## src/rtl/wb_port_arb_if.sv

```systemverilog
// Bundle of the writeback-stage, memory-response and register-file write signals
// that the port arbiter carries. master = pipeline/memory side, slave = arbiter.
interface wb_port_arb_if;
  logic        pipe_valid;
  logic        pipe_we;
  logic [1:0]  pipe_wb_sel;
  logic [4:0]  pipe_rd;
  logic [31:0] pipe_alu;
  logic [31:0] pipe_pc4;
  logic        pipe_ready;
  logic        mem_rvalid;
  logic [31:0] mem_rdata;
  logic        rf_we;
  logic [4:0]  rf_waddr;
  logic [31:0] rf_wdata;
  logic [31:0] pending_mask;
  logic        protocol_err;

  modport master (
    output pipe_valid, pipe_we, pipe_wb_sel, pipe_rd, pipe_alu, pipe_pc4,
    output mem_rvalid, mem_rdata,
    input  pipe_ready, rf_we, rf_waddr, rf_wdata, pending_mask, protocol_err
  );

  modport slave (
    input  pipe_valid, pipe_we, pipe_wb_sel, pipe_rd, pipe_alu, pipe_pc4,
    input  mem_rvalid, mem_rdata,
    output pipe_ready, rf_we, rf_waddr, rf_wdata, pending_mask, protocol_err
  );
endinterface

```

## src/rtl/wb_port_arb.sv

```systemverilog
// Register-file write-port arbiter: shares one write port between in-order
// pipeline results and returning load data, tracks outstanding loads in an
// in-order queue, and stalls on structural and WAW hazards.
module wb_port_arb #(
  parameter int LQ_DEPTH = 2
) (
  input logic          clk,
  input logic          rst,
  wb_port_arb_if.slave bus
);

  localparam int PTR_W = (LQ_DEPTH > 1) ? $clog2(LQ_DEPTH) : 1;
  localparam int CNT_W = $clog2(LQ_DEPTH + 1);

  logic [4:0]       lq_mem [LQ_DEPTH];
  logic [PTR_W-1:0] lq_rd_ptr;
  logic [PTR_W-1:0] lq_wr_ptr;
  logic [CNT_W-1:0] lq_count;
  logic [4:0]       lq_head;

  logic             skid_valid;
  logic [4:0]       skid_addr;
  logic [31:0]      skid_data;

  logic [31:0]      pending_q;
  logic             err_q;
  logic             rf_we_q;
  logic [4:0]       rf_waddr_q;
  logic [31:0]      rf_wdata_q;

  logic             waw_hit;
  logic             ready;
  logic             accept;
  logic             do_load;
  logic             do_direct;
  logic             mem_pop;
  logic             mem_orphan;
  logic [31:0]      direct_data;
  logic [31:0]      mask_set;
  logic [31:0]      mask_clr;

  function automatic logic [PTR_W-1:0] ptr_inc(input logic [PTR_W-1:0] p);
    return (p == PTR_W'(LQ_DEPTH - 1)) ? '0 : p + PTR_W'(1);
  endfunction

  assign lq_head = lq_mem[lq_rd_ptr];

  // Accept decode, hazard stall and pending-mask set/clear vectors.
  always_comb begin
    waw_hit     = bus.pipe_we && (bus.pipe_wb_sel != 2'b11) && pending_q[bus.pipe_rd];
    ready       = !skid_valid && (lq_count < CNT_W'(LQ_DEPTH)) && !waw_hit;
    accept      = bus.pipe_valid && ready;
    do_load     = accept && bus.pipe_we && (bus.pipe_wb_sel == 2'b00);
    do_direct   = accept && bus.pipe_we && (bus.pipe_wb_sel == 2'b01 || bus.pipe_wb_sel == 2'b10)
                  && (bus.pipe_rd != 5'd0);
    mem_pop     = bus.mem_rvalid && (lq_count != '0);
    mem_orphan  = bus.mem_rvalid && (lq_count == '0);
    direct_data = (bus.pipe_wb_sel == 2'b10) ? bus.pipe_pc4 : bus.pipe_alu;
    mask_set    = '0;
    mask_clr    = '0;
    if (do_load && bus.pipe_rd != 5'd0) mask_set[bus.pipe_rd] = 1'b1;
    if (mem_pop) mask_clr[lq_head] = 1'b1;
  end

  // Load-queue storage; entries need no reset since count gates their use.
  always_ff @(posedge clk) begin
    if (do_load) lq_mem[lq_wr_ptr] <= bus.pipe_rd;
  end

  // Queue pointers/count, scoreboard, sticky error flag and skid entry.
  always_ff @(posedge clk or posedge rst) begin
    if (rst) begin
      lq_rd_ptr  <= '0;
      lq_wr_ptr  <= '0;
      lq_count   <= '0;
      pending_q  <= '0;
      err_q      <= 1'b0;
      skid_valid <= 1'b0;
      skid_addr  <= '0;
      skid_data  <= '0;
    end else begin
      if (do_load) lq_wr_ptr <= ptr_inc(lq_wr_ptr);
      if (mem_pop) lq_rd_ptr <= ptr_inc(lq_rd_ptr);
      lq_count  <= lq_count + CNT_W'(do_load) - CNT_W'(mem_pop);
      pending_q <= (pending_q & ~mask_clr) | mask_set;
      if (mem_orphan) err_q <= 1'b1;
      if (bus.mem_rvalid && do_direct) begin
        skid_valid <= 1'b1;
        skid_addr  <= bus.pipe_rd;
        skid_data  <= direct_data;
      end else if (!bus.mem_rvalid) begin
        skid_valid <= 1'b0;
      end
    end
  end

  // Write port: memory response beats the skid, which beats a fresh direct write.
  always_ff @(posedge clk or posedge rst) begin
    if (rst) begin
      rf_we_q    <= 1'b0;
      rf_waddr_q <= '0;
      rf_wdata_q <= '0;
    end else begin
      rf_we_q <= 1'b0;
      if (bus.mem_rvalid) begin
        if (mem_pop) begin
          rf_we_q    <= (lq_head != 5'd0);
          rf_waddr_q <= lq_head;
          rf_wdata_q <= bus.mem_rdata;
        end
      end else if (skid_valid) begin
        rf_we_q    <= 1'b1;
        rf_waddr_q <= skid_addr;
        rf_wdata_q <= skid_data;
      end else if (do_direct) begin
        rf_we_q    <= 1'b1;
        rf_waddr_q <= bus.pipe_rd;
        rf_wdata_q <= direct_data;
      end
    end
  end

  assign bus.pipe_ready   = ready;
  assign bus.rf_we        = rf_we_q;
  assign bus.rf_waddr     = rf_waddr_q;
  assign bus.rf_wdata     = rf_wdata_q;
  assign bus.pending_mask = pending_q;
  assign bus.protocol_err = err_q;

endmodule

```

## src/flat_wrapper.sv

```systemverilog
// flat-port wrapper written by rule: the top's interface ports become plain ports
module wb_port_arb_flat 
#(
  parameter int LQ_DEPTH = 2
)
  (clk, rst, bus_pipe_valid, bus_pipe_we, bus_pipe_wb_sel, bus_pipe_rd, bus_pipe_alu, bus_pipe_pc4, bus_mem_rvalid, bus_mem_rdata, bus_pipe_ready, bus_rf_we, bus_rf_waddr, bus_rf_wdata, bus_pending_mask, bus_protocol_err);
  wb_port_arb_if bus_i ();
  input logic clk;
  input logic rst;
  input wire logic [$bits(bus_i.pipe_valid)-1:0] bus_pipe_valid;
  input wire logic [$bits(bus_i.pipe_we)-1:0] bus_pipe_we;
  input wire logic [$bits(bus_i.pipe_wb_sel)-1:0] bus_pipe_wb_sel;
  input wire logic [$bits(bus_i.pipe_rd)-1:0] bus_pipe_rd;
  input wire logic [$bits(bus_i.pipe_alu)-1:0] bus_pipe_alu;
  input wire logic [$bits(bus_i.pipe_pc4)-1:0] bus_pipe_pc4;
  input wire logic [$bits(bus_i.mem_rvalid)-1:0] bus_mem_rvalid;
  input wire logic [$bits(bus_i.mem_rdata)-1:0] bus_mem_rdata;
  output wire logic [$bits(bus_i.pipe_ready)-1:0] bus_pipe_ready;
  output wire logic [$bits(bus_i.rf_we)-1:0] bus_rf_we;
  output wire logic [$bits(bus_i.rf_waddr)-1:0] bus_rf_waddr;
  output wire logic [$bits(bus_i.rf_wdata)-1:0] bus_rf_wdata;
  output wire logic [$bits(bus_i.pending_mask)-1:0] bus_pending_mask;
  output wire logic [$bits(bus_i.protocol_err)-1:0] bus_protocol_err;
  assign bus_i.pipe_valid = bus_pipe_valid;
  assign bus_i.pipe_we = bus_pipe_we;
  assign bus_i.pipe_wb_sel = bus_pipe_wb_sel;
  assign bus_i.pipe_rd = bus_pipe_rd;
  assign bus_i.pipe_alu = bus_pipe_alu;
  assign bus_i.pipe_pc4 = bus_pipe_pc4;
  assign bus_i.mem_rvalid = bus_mem_rvalid;
  assign bus_i.mem_rdata = bus_mem_rdata;
  assign bus_pipe_ready = bus_i.pipe_ready;
  assign bus_rf_we = bus_i.rf_we;
  assign bus_rf_waddr = bus_i.rf_waddr;
  assign bus_rf_wdata = bus_i.rf_wdata;
  assign bus_pending_mask = bus_i.pending_mask;
  assign bus_protocol_err = bus_i.protocol_err;
  wb_port_arb #(.LQ_DEPTH(LQ_DEPTH)) u_core (.clk(clk), .rst(rst), .bus(bus_i));
endmodule
```

## config.mk

```make
export PLATFORM = sky130hd
export DESIGN_NAME = wb_port_arb_flat
export DESIGN_NICKNAME = d
export VERILOG_FILES = /design/src/rtl/wb_port_arb_if.sv /design/src/rtl/wb_port_arb.sv /design/src/flat_wrapper.sv
export SDC_FILE = /design/constraint.sdc
export NUM_CORES = 1
export LEC_CHECK = 0
export ABC_CLOCK_PERIOD_IN_PS = 4400
export CAP_MARGIN = 10
export CORE_MARGIN = 3
export CORE_UTILIZATION = 49
export CTS_CLUSTER_DIAMETER = 80
export DETAILED_ROUTE_END_ITERATION = 7
export PLACE_DENSITY = 0.82
export SYNTH_ARGS = -nofsm -noshare
export SYNTH_HDL_FRONTEND = slang
export SYNTH_SLANG_ARGS = --single-unit
```

## constraint.sdc

```tcl
create_clock -name clk -period 4.4 [get_ports clk]
set_clock_uncertainty 0.15 [all_clocks]
set_input_delay 0.66 -clock clk [delete_from_list [all_inputs] [get_ports clk]]
set_output_delay 0.66 -clock clk [all_outputs]
set_load 0.05 [all_outputs]
```

; ---- Word-level counts from Yosys, hierarchy flattened
; Memories as Yosys holds them, arrays and structs flattened.
; Index checks and enable logic that the tools add are counted.
[classes]
addsub = 4
n_lt_le_gt_ge = 5
n_eq_ne = 5
muxes = 27
bitwise = 3
n_reduce_logical = 25
[ops]
columns = operator, count
row1 = $mux 32, 7
row2 = $and 32x32->32, 1
row3 = $not 32->32, 1
row4 = $or 32x32->32, 1
row5 = $mux 5, 4
row6 = $logic_and 1x1->1, 15
row7 = $mux 1, 13
row8 = $lt 5x6->1 const B, 2
row9 = $demux 1 s5, 2
row10 = $ge 5x1->1 const B, 2
row11 = $reduce_bool 5->1, 2
row12 = $bmux 1 s5, 1
row13 = $logic_not 2->1, 2
row14 = $ne 2x1->1 const B, 2
row15 = $reduce_bool 3->1, 1
row16 = $add 1x1->1 const B, 2
row17 = $add 2x1->2, 1
row18 = $eq 2x1->1 const B, 1
row19 = $eq 2x2->1 const B, 1
row20 = $logic_not 1->1, 2
row21 = $lt 2x2->1 const B, 1
row22 = $ne 2x2->1 const B, 1
row23 = $reduce_and 2->1, 1
row24 = $reduce_bool 2->1, 1
row25 = other kinds (2), 2
[totals]
ff_bits = 113
ramBits = 10
inputBits = 108
output_inout_bits = 72
elab_cells = 81
memories = 1
[mem_list]
columns = memory, depth, width, rd, rd_ports_with_merged_regs, write_ports, line_no
row1 = u_core.lq_mem, 2, 5, 1, 0, 1, wb_port_arb.sv:15  ; logic [4:0] lq_mem [LQ_DEPTH];

; ---- Longest topological paths before layout
; Gate-level depths: netlist of the first run.
[depth]
word_depth = 12
mapped_depth = 10
depth_no_buf = 8

; ---- Least setup slack after synthesis of the first run
; OpenSTA, ideal clock, no wires.
[synth_timing]
path_kind = input to output
from = in bus_pipe_rd[0]
to = out bus_pipe_ready
t_arrival_ns = 3.086
path_slack_ns = 0.504
stages = 7
path_cell_list = buf_6 > mux4_2 > nor2b_1 > a211oi_4 > o21a_1 > nor2_1 > nor3_1
[synth_between]
elab_chain_cells = 5
[synth_lines]
columns = element, line_no
row1 = start: declaration, flat_wrapper.sv:13  ; input wire logic [$bits(bus_i.pipe_rd)-1:0] bus_pipe_rd;
row2 = $bmux 1 s5, wb_port_arb.sv:50  ; waw_hit = bus.pipe_we && (bus.pipe_wb_sel != 2'b11) && pending_q[bus.pipe_rd];
row3 = $mux 1 (not written as such), wb_port_arb.sv:50
row4 = $logic_and 1x1->1, wb_port_arb.sv:50
row5 = $logic_not 1->1, wb_port_arb.sv:51  ; ready = !skid_valid && (lq_count < CNT_W'(LQ_DEPTH)) && !waw_hit;
row6 = $logic_and 1x1->1, wb_port_arb.sv:51
row7 = end: declaration, flat_wrapper.sv:18  ; output wire logic [$bits(bus_i.pipe_ready)-1:0] bus_pipe_ready;
; Every way passes these cells. The select of a mux whose other input is x is not followed.

; ---- Final worst setup path of the first run
[layout_timing]
from = in bus_pipe_rd[1]
to = out bus_pipe_ready
; The elaborated chain is that of the path after synthesis.

==> run metrics, run 1 <==
status completed; Nets 816; main flop type after synthesis dfrtp_1; Post-synth EDFFs 10; Clk Latency, worst-skew pair 410 ps; total gr overflow 0; DR DRC count 0; Fin. Hold Viols 0; CTS Buf Count 17; cts repair resizes 0; Critical Path Source Type input pin; row count 41; Pre-antenna DRT Iters 4; Die Y 120.6 um; cell count after synthesis 522; CTS Root Cell clkbuf_16; syn avg cell area 12.33 um2; commonest cells in the netlist dfrtp_1, o21ai_0, mux2i_1, mux2_2, o221a_2; RSZ-0062 raised after global routing no; Hold Buf Count CTS 0; CTS tree built; net count after synthesis 635; YS warnings 0; largest net degree at the start of global routing 53; routed wire length 18910 um; Crit Path Max Fanout 15; clk slew on worst S/H paths 50 ps; ratio of cells with drive above 1 in the final layout 23.32%; Overall Global Routing Usage 25.67%; P&R area growth vs syn 40.19%; Die Area 14550 um2; critical path type in2out; Tmin final 3981 ps; number of I/O port buffers 179; initial antenna violation count 0; #FFs+latches synth 123; Tcrit/Tclk final 90.47%; clk sinks 123; dominant cell type by area after synthesis dfrtp_1; CP endpoint kind output pin; Worst Hold Slack 362.4 ps; Final GP Congestion 0.9111; first-pass GRT wire length 29370 um; n_diodes 0; area share of the largest cell type after synthesis 43.92%; Max-slew headroom 19.95%; sequential-to-total area share from yosys stat 48.58%; data arrival time of the worst path 3170 ps; Slew Limit Fails 0; Post-CTS Setup Bufs 0; 1st-iter DRT viols 486; VDD IR max 0.2761 mV; Critical Path RT 3590 ps; top-count cell post-synth dfrtp_1; Vias 5277; core area 12720 um2; Post-DRT Antenna Nets 0; detail-routed via count per cell 5.943; Starting Density 50.61%; Ports 180; hpwl dp 13220 um; Leakage 3.846 nW; setup TNS 0 ps; Routed WL per cell 21.30 um; synth top area cells dfrtp_1, mux2i_1, mux2_2; H-tree level count 4; Clock Path Buffers 2; Mapped Area 6439 um2; library cells used by synthesis 51; fmax 251.2 MHz; measured slew at the worst slew-check pin 1196 ps; P per Cell Area 623.1 nW/um2; Die W 120.6 um; final setup fails 0; asr flop ratio synth 91.87%; Max Cap Violations 0; worst min path class reg2reg; number of global-route vias before repair 5474
placed cells by master (no fill, tap or decap), drive strengths merged, types with 8 or more instances in the layout:
| master | n |
|---|---|
| buf | 18 |
| clkbuf | 22 |
| clkdlybuf4s50 | 178 |
| dfrtp | 113 |
| edfxtp | 10 |
| inv | 13 |
| mux2 | 73 |
| mux2i | 51 |
| nand2 | 15 |
| nor2 | 13 |
| o21ai | 95 |
| o221a | 32 |
| o41ai | 8 |
worst max-delay path: stages:
cell             delay, ps
clkdlybuf4s50_1        720
buf_4                  330
mux2i_1                220
o22ai_1                 90
nor3_1                 260
o21a_1                 260
nor2_1                  90
nor3_1                 350
buf_12                 200
layout make-up:
cell class	instances	area, um2
fillers	885	3696
flip-flops and latches	123	3128
multi-input cells	352	3019
repair buffers	196	1942
clock buffers	22	485.5
well taps	172	215.2
clock inverters	10	185.2
inverters	13	51.30
sequential cells by signal, indices dropped and copies added, names as in the netlist, 2 cells and up:
name                     count
u_core.bus.pending_mask     32
u_core.bus.rf_waddr          5
u_core.bus.rf_wdata         32
u_core.lq_count              2
u_core.lq_mem               10
u_core.skid_addr             5
u_core.skid_data            32
through the flow:
stage               util [%]  cell area [um2]  total power, W  instances  worst slack (ps)
global placement       65.68             8356        0.003969        856             539.8
global route           70.95             9026        0.005836        888             307.6
finish                 70.95             9026        0.005624        888             419.4
floorplan                  -             6439        0.003252        522             503.8
detailed placement     65.68             8356        0.004036        856             467.4
CTS                    70.95             9026        0.005636        888             464.6
logic make-up after synthesis:
family                   Yosys count  synth area share [%]
AO/OA/AOI/OAI                    160                 17.55
adder cells (fa/ha/maj)            5                0.9716
multiplexers                     126                 23.14
buffers and inverters             47                 4.741
flip-flops                       123                 48.58
AND/OR/NAND/NOR                   57                 4.470
XOR/XNOR                           4                0.5442
layer usage:
metal  share of wire (%)  global-route usage [%]  vias to the layer above
met5                   0                       0                        -
met4                 2.3                   9.065                        0
met3                 7.5                   6.268                       39
met2                  49                   43.63                      258
met1                  41                   31.97                     2626
li1                    -                       -                     2354
report_power, final:
| group | leakage (nW) | total [W] | internal, W | switching, W |
|---|---|---|---|---|
| Clock | 0.325 | 0.00158 | 0.00107 | 0.000514 |
| Sequential | 1.49 | 0.00182 | 0.00153 | 0.000284 |
| Combinational | 2.03 | 0.00222 | 0.000946 | 0.00128 |
| Total | 3.85 | 0.00562 | 0.00355 | 0.00207 |
path summary, 6_finish.rpt:
check | cells past startpoint | from | endpoint | slack, ps
setup / recovery | 9 | bus_pipe_rd[1] | bus_pipe_ready | 420
hold / removal | 1 | u_core.skid_data[31] | u_core.skid_data[31] | 360
setup reg to reg | 7 | u_core.lq_count[1] | u_core.lq_count[1] | 1570
hold reg to reg | 1 | u_core.skid_data[31] | u_core.skid_data[31] | 360
max in group asynchronous | 3 | rst | u_core.bus.pending_mask[10] | 2630
min in group asynchronous | 2 | rst | u_core.bus.rf_wdata[12] | 550
Note: power is estimated with default switching activity, not from simulation.
==> run 2, diff against run 1 <==
--- a/config.mk
+++ b/config.mk
@@ -11,6 +11,7 @@
 export CORE_UTILIZATION = 49
 export CTS_CLUSTER_DIAMETER = 80
 export DETAILED_ROUTE_END_ITERATION = 7
+export MAX_ROUTING_LAYER = met4
 export PLACE_DENSITY = 0.82
 export SYNTH_ARGS = -nofsm -noshare
 export SYNTH_HDL_FRONTEND = slang
==> run metrics, run 2 (synthesis gave the netlist of run 1 again) <==
Critical Path Source Type input pin; Reg2Reg Setup Slack 1520 ps (-50 ps); R2R Path End u_core.lq_count[1]; Pre-antenna DRT Iters 5 (+1); Clk Latency, worst-skew pair 420 ps (about the same); Routed WL per cell 21.45 um (+0.71%); initial antenna violation count 0 (unchanged); Slew Limit Fails 0 (unchanged); RSZ-0062 raised after global routing no; Starting Density 50.61% (unchanged); largest net degree at the start of global routing 71 (+34%); detail-routed via count per cell 6.037 (+1.6%); Worst path most repeated cell nor3_1; most frequent cells in the layout clkdlybuf4s50_1, dfrtp_1, o21ai_0; FF/Latch Area 3128 um2 (unchanged); non-filler instance count after layout 887 (-0.11%); Post-DRT Antenna Nets 0 (unchanged); Vias 5355 (+1.5%); CP endpoint kind output pin; Clock Path Buffers 2 (unchanged); Tmin final 4022 ps (+41.66 ps); row count 41 (unchanged); Die Area 14550 um2 (unchanged); Fin. Hold Viols 0 (unchanged); 1st-iter DRT viols 530 (+9.1%); hold worst-path end u_core.skid_data[25]; commonest non-fill, non-tap cell in the layout clkdlybuf4s50_1; total gr overflow 0 (unchanged); P&R area growth vs syn 38.94%; critical path type in2out; fmax 248.6 MHz (-1.0%); Hold Buf Count CTS 0 (unchanged); P per Cell Area 610.2 nW/um2 (-2.1%); Post-CTS Setup Bufs 0 (unchanged); Final GP Congestion 0.9321 (+2.3%); H-tree level count 4 (unchanged); VDD IR max 0.3350 mV (+21%); hpwl dp 13070 um (-1.1%); Crit Path Max Fanout 15 (unchanged); CTS tree built; core area 12720 um2 (unchanged); Ports 180 (unchanged); number of I/O port buffers 179 (unchanged); Leakage 3.807 nW (-1.0%); cts repair resizes 0 (unchanged); data arrival time of the worst path 3210 ps (+40 ps); Overall Global Routing Usage 26.93% (+1.3 points); reg2reg start u_core.lq_count[1]; crit-path cells clkdlybuf4s50_1 -> buf_4 -> mux2i_1 -> o22ai_1 -> nor3_1 -> o21a_1 -> nor2_1 -> nor3_1 -> buf_12; first-pass GRT wire length 29970 um (+2.0%); max incr delay on CP 740 ps (+20 ps); Nets 815 (-0.12%); clk sinks 123 (unchanged); Filler cells 920 (+4.0%); CTS Buf Count 17 (unchanged); Hold Path Stages 1 (unchanged); placed instance count 855 (-0.12%); CTS Root Cell clkbuf_16; ratio of cells with drive above 1 in the final layout 22.80% (-0.53 points); final setup fails 0 (unchanged); Max-slew headroom 20.37% (+0.42 points); status completed; setup TNS 0 ps (unchanged); number of global-route vias before repair 5555 (+1.5%); Die W 120.6 um (unchanged); crit path max-delay cell type clkdlybuf4s50_1; Tcrit/Tclk final 91.42% (+0.95 points); Die Y 120.6 um (unchanged); routed wire length 19030 um (+0.60%); worst min path class reg2reg; clk slew on worst S/H paths 60 ps (about the same); Critical Path RT 3590 ps (about the same); Final Util 70.32% (-0.63 points); Worst Reg-to-Reg Cells 7 (unchanged); measured slew at the worst slew-check pin 1190 ps (-6.224 ps); Multi-input gate area 3019 um2 (unchanged); DR DRC count 0 (unchanged); Max Cap Violations 0 (unchanged); hold_sp u_core.skid_data[25]; n_diodes 0 (unchanged)
-- run 2: changes by cell type in the layout (fill, tap and decap cells not counted) --
cell       delta
buf_4         -1
bufinv_16     -2
clkbuf_1      +3
clkbuf_16     -1
clkbuf_8      +1
clkinv_2      +1
clkinv_4      -2
-- run 2: worst max-delay path by stage --
| stage | startpoint | endpoint | slack, ps | cells past startpoint |
|---|---|---|---|---|
| 2_1_floorplan | bus_pipe_rd[0] | bus_pipe_ready | 500 | 7 |
| 3_5_place_dp | bus_pipe_rd[1] | bus_pipe_ready | 450 | 9 |
| 6_report | bus_pipe_rd[1] | bus_pipe_ready | 380 | 9 |
| 5_1_grt | bus_pipe_rd[1] | bus_pipe_ready | 240 | 9 |
| 3_3_place_gp | bus_pipe_rd[0] | bus_pipe_ready | 550 | 8 |
| 4_1_cts | bus_pipe_rd[1] | bus_pipe_ready | 410 | 9 |
-- run 2: report_power, final --
group | internal, W | switching (W) | total [W]
combinational | 0.000943 | 0.00128 | 0.00223
sequential | 0.00153 | 0.000279 | 0.00181
clock | 0.000933 | 0.000487 | 0.00142
-- run 2: critical path, delay by kind of cell --
kind / cells / cell delay, ps
buffers and inverters: 3 / 1250
multiplexers: 1 / 240
AND/OR/NAND/NOR: 3 / 690
AO/OA/AOI/OAI: 2 / 360
-- run 2: cell type report --
type,instances,share of cell area [%]
flip-flops and latches,123,34.97
multi-input cells,352,33.75
repair buffers,195,21.62
clock buffers,25,5.427
well taps,172,2.406
clock inverters,7,1.259
inverters,13,0.5734
-- run 2: per-layer routing --
metal / GRT usage [%] / share of wire, % / wire, um
met2: 43.00 / 49 / 9242
met4: 9.561 / 1.8 / 335
met5: - / 0 / 0
met3: 6.408 / 8.7 / 1658
met1: 33.85 / 41 / 7788
-- run 2: per-stage QoR --
| step | power (W) | setup slack (ps) | hold WS, ps | area (um2) |
|---|---|---|---|---|
| floorplan | 0.003252 | 503.8 | 306.3 | 6439 |
| global placement | 0.003964 | 545.6 | 338.2 | 8348 |
| detailed placement | 0.004033 | 448.0 | 341.4 | 8348 |
| CTS | 0.005469 | 408.5 | 357.6 | 8946 |
| global route | 0.005668 | 241.1 | 367.8 | 8946 |
| finish | 0.005459 | 377.7 | 355.7 | 8946 |
==> run 3, diff against run 2 <==
--- a/config.mk
+++ b/config.mk
@@ -7,12 +7,13 @@
 export LEC_CHECK = 0
 export ABC_CLOCK_PERIOD_IN_PS = 4400
 export CAP_MARGIN = 10
+export CORE_ASPECT_RATIO = 0.6
 export CORE_MARGIN = 3
 export CORE_UTILIZATION = 49
 export CTS_CLUSTER_DIAMETER = 80
 export DETAILED_ROUTE_END_ITERATION = 7
 export MAX_ROUTING_LAYER = met4
-export PLACE_DENSITY = 0.82
+export PLACE_DENSITY = 0.94
 export SYNTH_ARGS = -nofsm -noshare
 export SYNTH_HDL_FRONTEND = slang
 export SYNTH_SLANG_ARGS = --single-unit
==> run metrics, run 3 (synthesis gave the netlist of run 1 again) <==
worst min path class reg2reg; total gr overflow 0 (unchanged); Pre-antenna DRT Iters 5 (unchanged); final setup fails 0 (unchanged); cell area after layout 9059 um2 (+1.3%); Die Y 94.79 um (-21%); Cell Int Power 0.003559 W (+4.4%); number of global-route vias before repair 5692 (+2.5%); CP endpoint kind output pin; core area 12450 um2 (-2.1%); Die W 154.0 um (+28%); R2R Path End u_core.lq_count[1]; data arrival time of the worst path 3140 ps (-70 ps); non-filler instance count after layout 882 (-0.56%); Critical Path RT 3590 ps (about the same); commonest non-fill, non-tap cell in the layout clkdlybuf4s50_1; Fin. Hold Viols 0 (unchanged); Post-DRT Antenna Nets 0 (unchanged); Ports 180 (unchanged); VDD IR max 0.3748 mV (+12%); critical path type in2out; Die Area 14600 um2 (+0.31%); CTS tree built; P per Cell Area 631.2 nW/um2 (+3.5%); Hold Buf Count CTS 0 (unchanged); Vias 5473 (+2.2%); fmax 253.0 MHz (+1.8%); number of I/O port buffers 179 (unchanged); hpwl dp 13940 um (+6.7%); Overall Global Routing Usage 28.90% (+2.0 points); ratio of cells with drive above 1 in the final layout 23.71% (+0.91 points); Final Util 72.76% (+2.4 points); routed wire length 20400 um (+7.2%); status completed; Critical Path Source Type input pin; Final GP Congestion 0.9382 (+0.65%); DR DRC count 0 (unchanged); sw power 0.002159 W (+5.4%); critical path startpoint bus_pipe_rd[0]; placed instance count 849 (-0.70%); Seq pwr share 32.0% (-1.2 points); RSZ-0062 raised after global routing no; clk sinks 123 (unchanged); first-pass GRT wire length 31850 um (+6.3%); CTS Root Cell clkbuf_16; combinational group share of total power 39.6% (-1.2 points); Post-CTS Setup Bufs 0 (unchanged); Final WS setup 447.0 ps (+69.31 ps); sw frac 37.75% (+0.21 points); Slew Limit Fails 0 (unchanged); 1st-iter DRT viols 586 (+11%); CTS Buf Count 17 (unchanged); P&R area growth vs syn 40.69%; n_diodes 0 (unchanged); Max Cap Violations 0 (unchanged); setup TNS 0 ps (unchanged); CP Capture Point bus_pipe_ready; clk slew on worst S/H paths 60 ps (about the same); Starting Density 51.71% (+1.1 points); H-tree level count 4 (unchanged); Crit Path Max Fanout 5 (-10); Reg2Reg Setup Slack 1570 ps (+50 ps); initial antenna violation count 0 (unchanged); placed inst area 8347 um2 (about the same); most frequent cells in the layout clkdlybuf4s50_1, dfrtp_1, o21ai_0; Tcrit/Tclk final 89.84% (-1.6 points); pre-CTS WS 467.5 ps (+19.45 ps); Worst Reg-to-Reg Cells 7 (unchanged); Routed WL per cell 23.13 um (+7.8%); Nets 817 (+0.25%); Clk Latency, worst-skew pair 410 ps (about the same); Tmin final 3953 ps (-69.31 ps); Max-slew headroom 19.49% (-0.88 points); cts repair resizes 0 (unchanged); measured slew at the worst slew-check pin 1203 ps (+13.10 ps); Hold Path Stages 1 (unchanged); detail-routed via count per cell 6.205 (+2.8%); Clock Path Buffers 2 (unchanged); Leakage 3.862 nW (+1.5%); clock network power share 28.4% (+2.4 points); largest net degree at the start of global routing 94 (+32%); reg2reg start u_core.lq_count[1]; row count 31 (-24%)
-- run 3: changes by cell type in the layout (fill, tap and decap cells not counted) --
| cell | before | now |
|---|---|---|
| bufinv_16 | 3 | 5 |
| buf_4 | 15 | 16 |
| clkbuf_8 | 3 | 2 |
| clkinv_4 | 0 | 2 |
| clkinv_2 | 3 | 0 |
| inv_6 | 0 | 2 |
| clkbuf_16 | 17 | 18 |
| clkinvlp_4 | 1 | 2 |
| inv_4 | 1 | 2 |
| clkbuf_1 | 5 | 0 |
| buf_16 | 0 | 1 |
-- run 3: power by group through the flow --
stage / Clock, W / Combinational, W / Sequential (W)
after floorplan: 0 / 0.000818 / 0.00243
after global placement: 0 / 0.00217 / 0.00179
after detailed placement: 0 / 0.00223 / 0.00182
after CTS: 0.00163 / 0.00226 / 0.00182
after global routing: 0.00169 / 0.00236 / 0.00186
final: 0.00163 / 0.00226 / 0.00183
-- run 3: cell type report --
type | count | area, um2
Tap cell | 165 | 206.4
Multi-Input combinational cell | 352 | 3019
Fill cell | 802 | 3392
Clock buffer | 20 | 478.0
Inverter | 13 | 51.30
Timing Repair Buffer | 197 | 1969
Clock inverter | 12 | 206.4
Sequential cell | 123 | 3128
-- run 3: through the flow --
step           total power [W]  hold slack (ps)
2_1_floorplan         0.003252            306.3
3_3_place_gp          0.003967            287.4
3_5_place_dp          0.004053            305.3
4_1_cts               0.005710            315.6
5_1_grt               0.005918            338.6
6_report              0.005718            313.2
-- run 3: routing by layer --
metal	part of all wire, %	global-route usage (%)	up-vias
li1	-	-	2347
met1	42	38.00	2709
met2	46	44.38	363
met3	9.6	8.242	54
met4	2.1	7.935	0
met5	0	-	-
-- run 3: critical path, stage by stage --
cell and delay, ps:
clkdlybuf4s50_1 600, mux4_2 520, nor2b_1 170, a211oi_4 300, o21a_1 260, nor2_1 90
nor3_1 340, buf_12 190
-- run 3: how the worst min path moves through the flow --
stage	from	to	slack, ps
finish	u_core.bus.protocol_err	u_core.bus.protocol_err	310
detailed placement	u_core.bus.protocol_err	u_core.bus.protocol_err	310
global route	u_core.bus.protocol_err	u_core.bus.protocol_err	340
CTS	u_core.bus.protocol_err	u_core.bus.protocol_err	320
floorplan	u_core.lq_wr_ptr	u_core.lq_wr_ptr	310
global placement	u_core.bus.protocol_err	u_core.bus.protocol_err	290
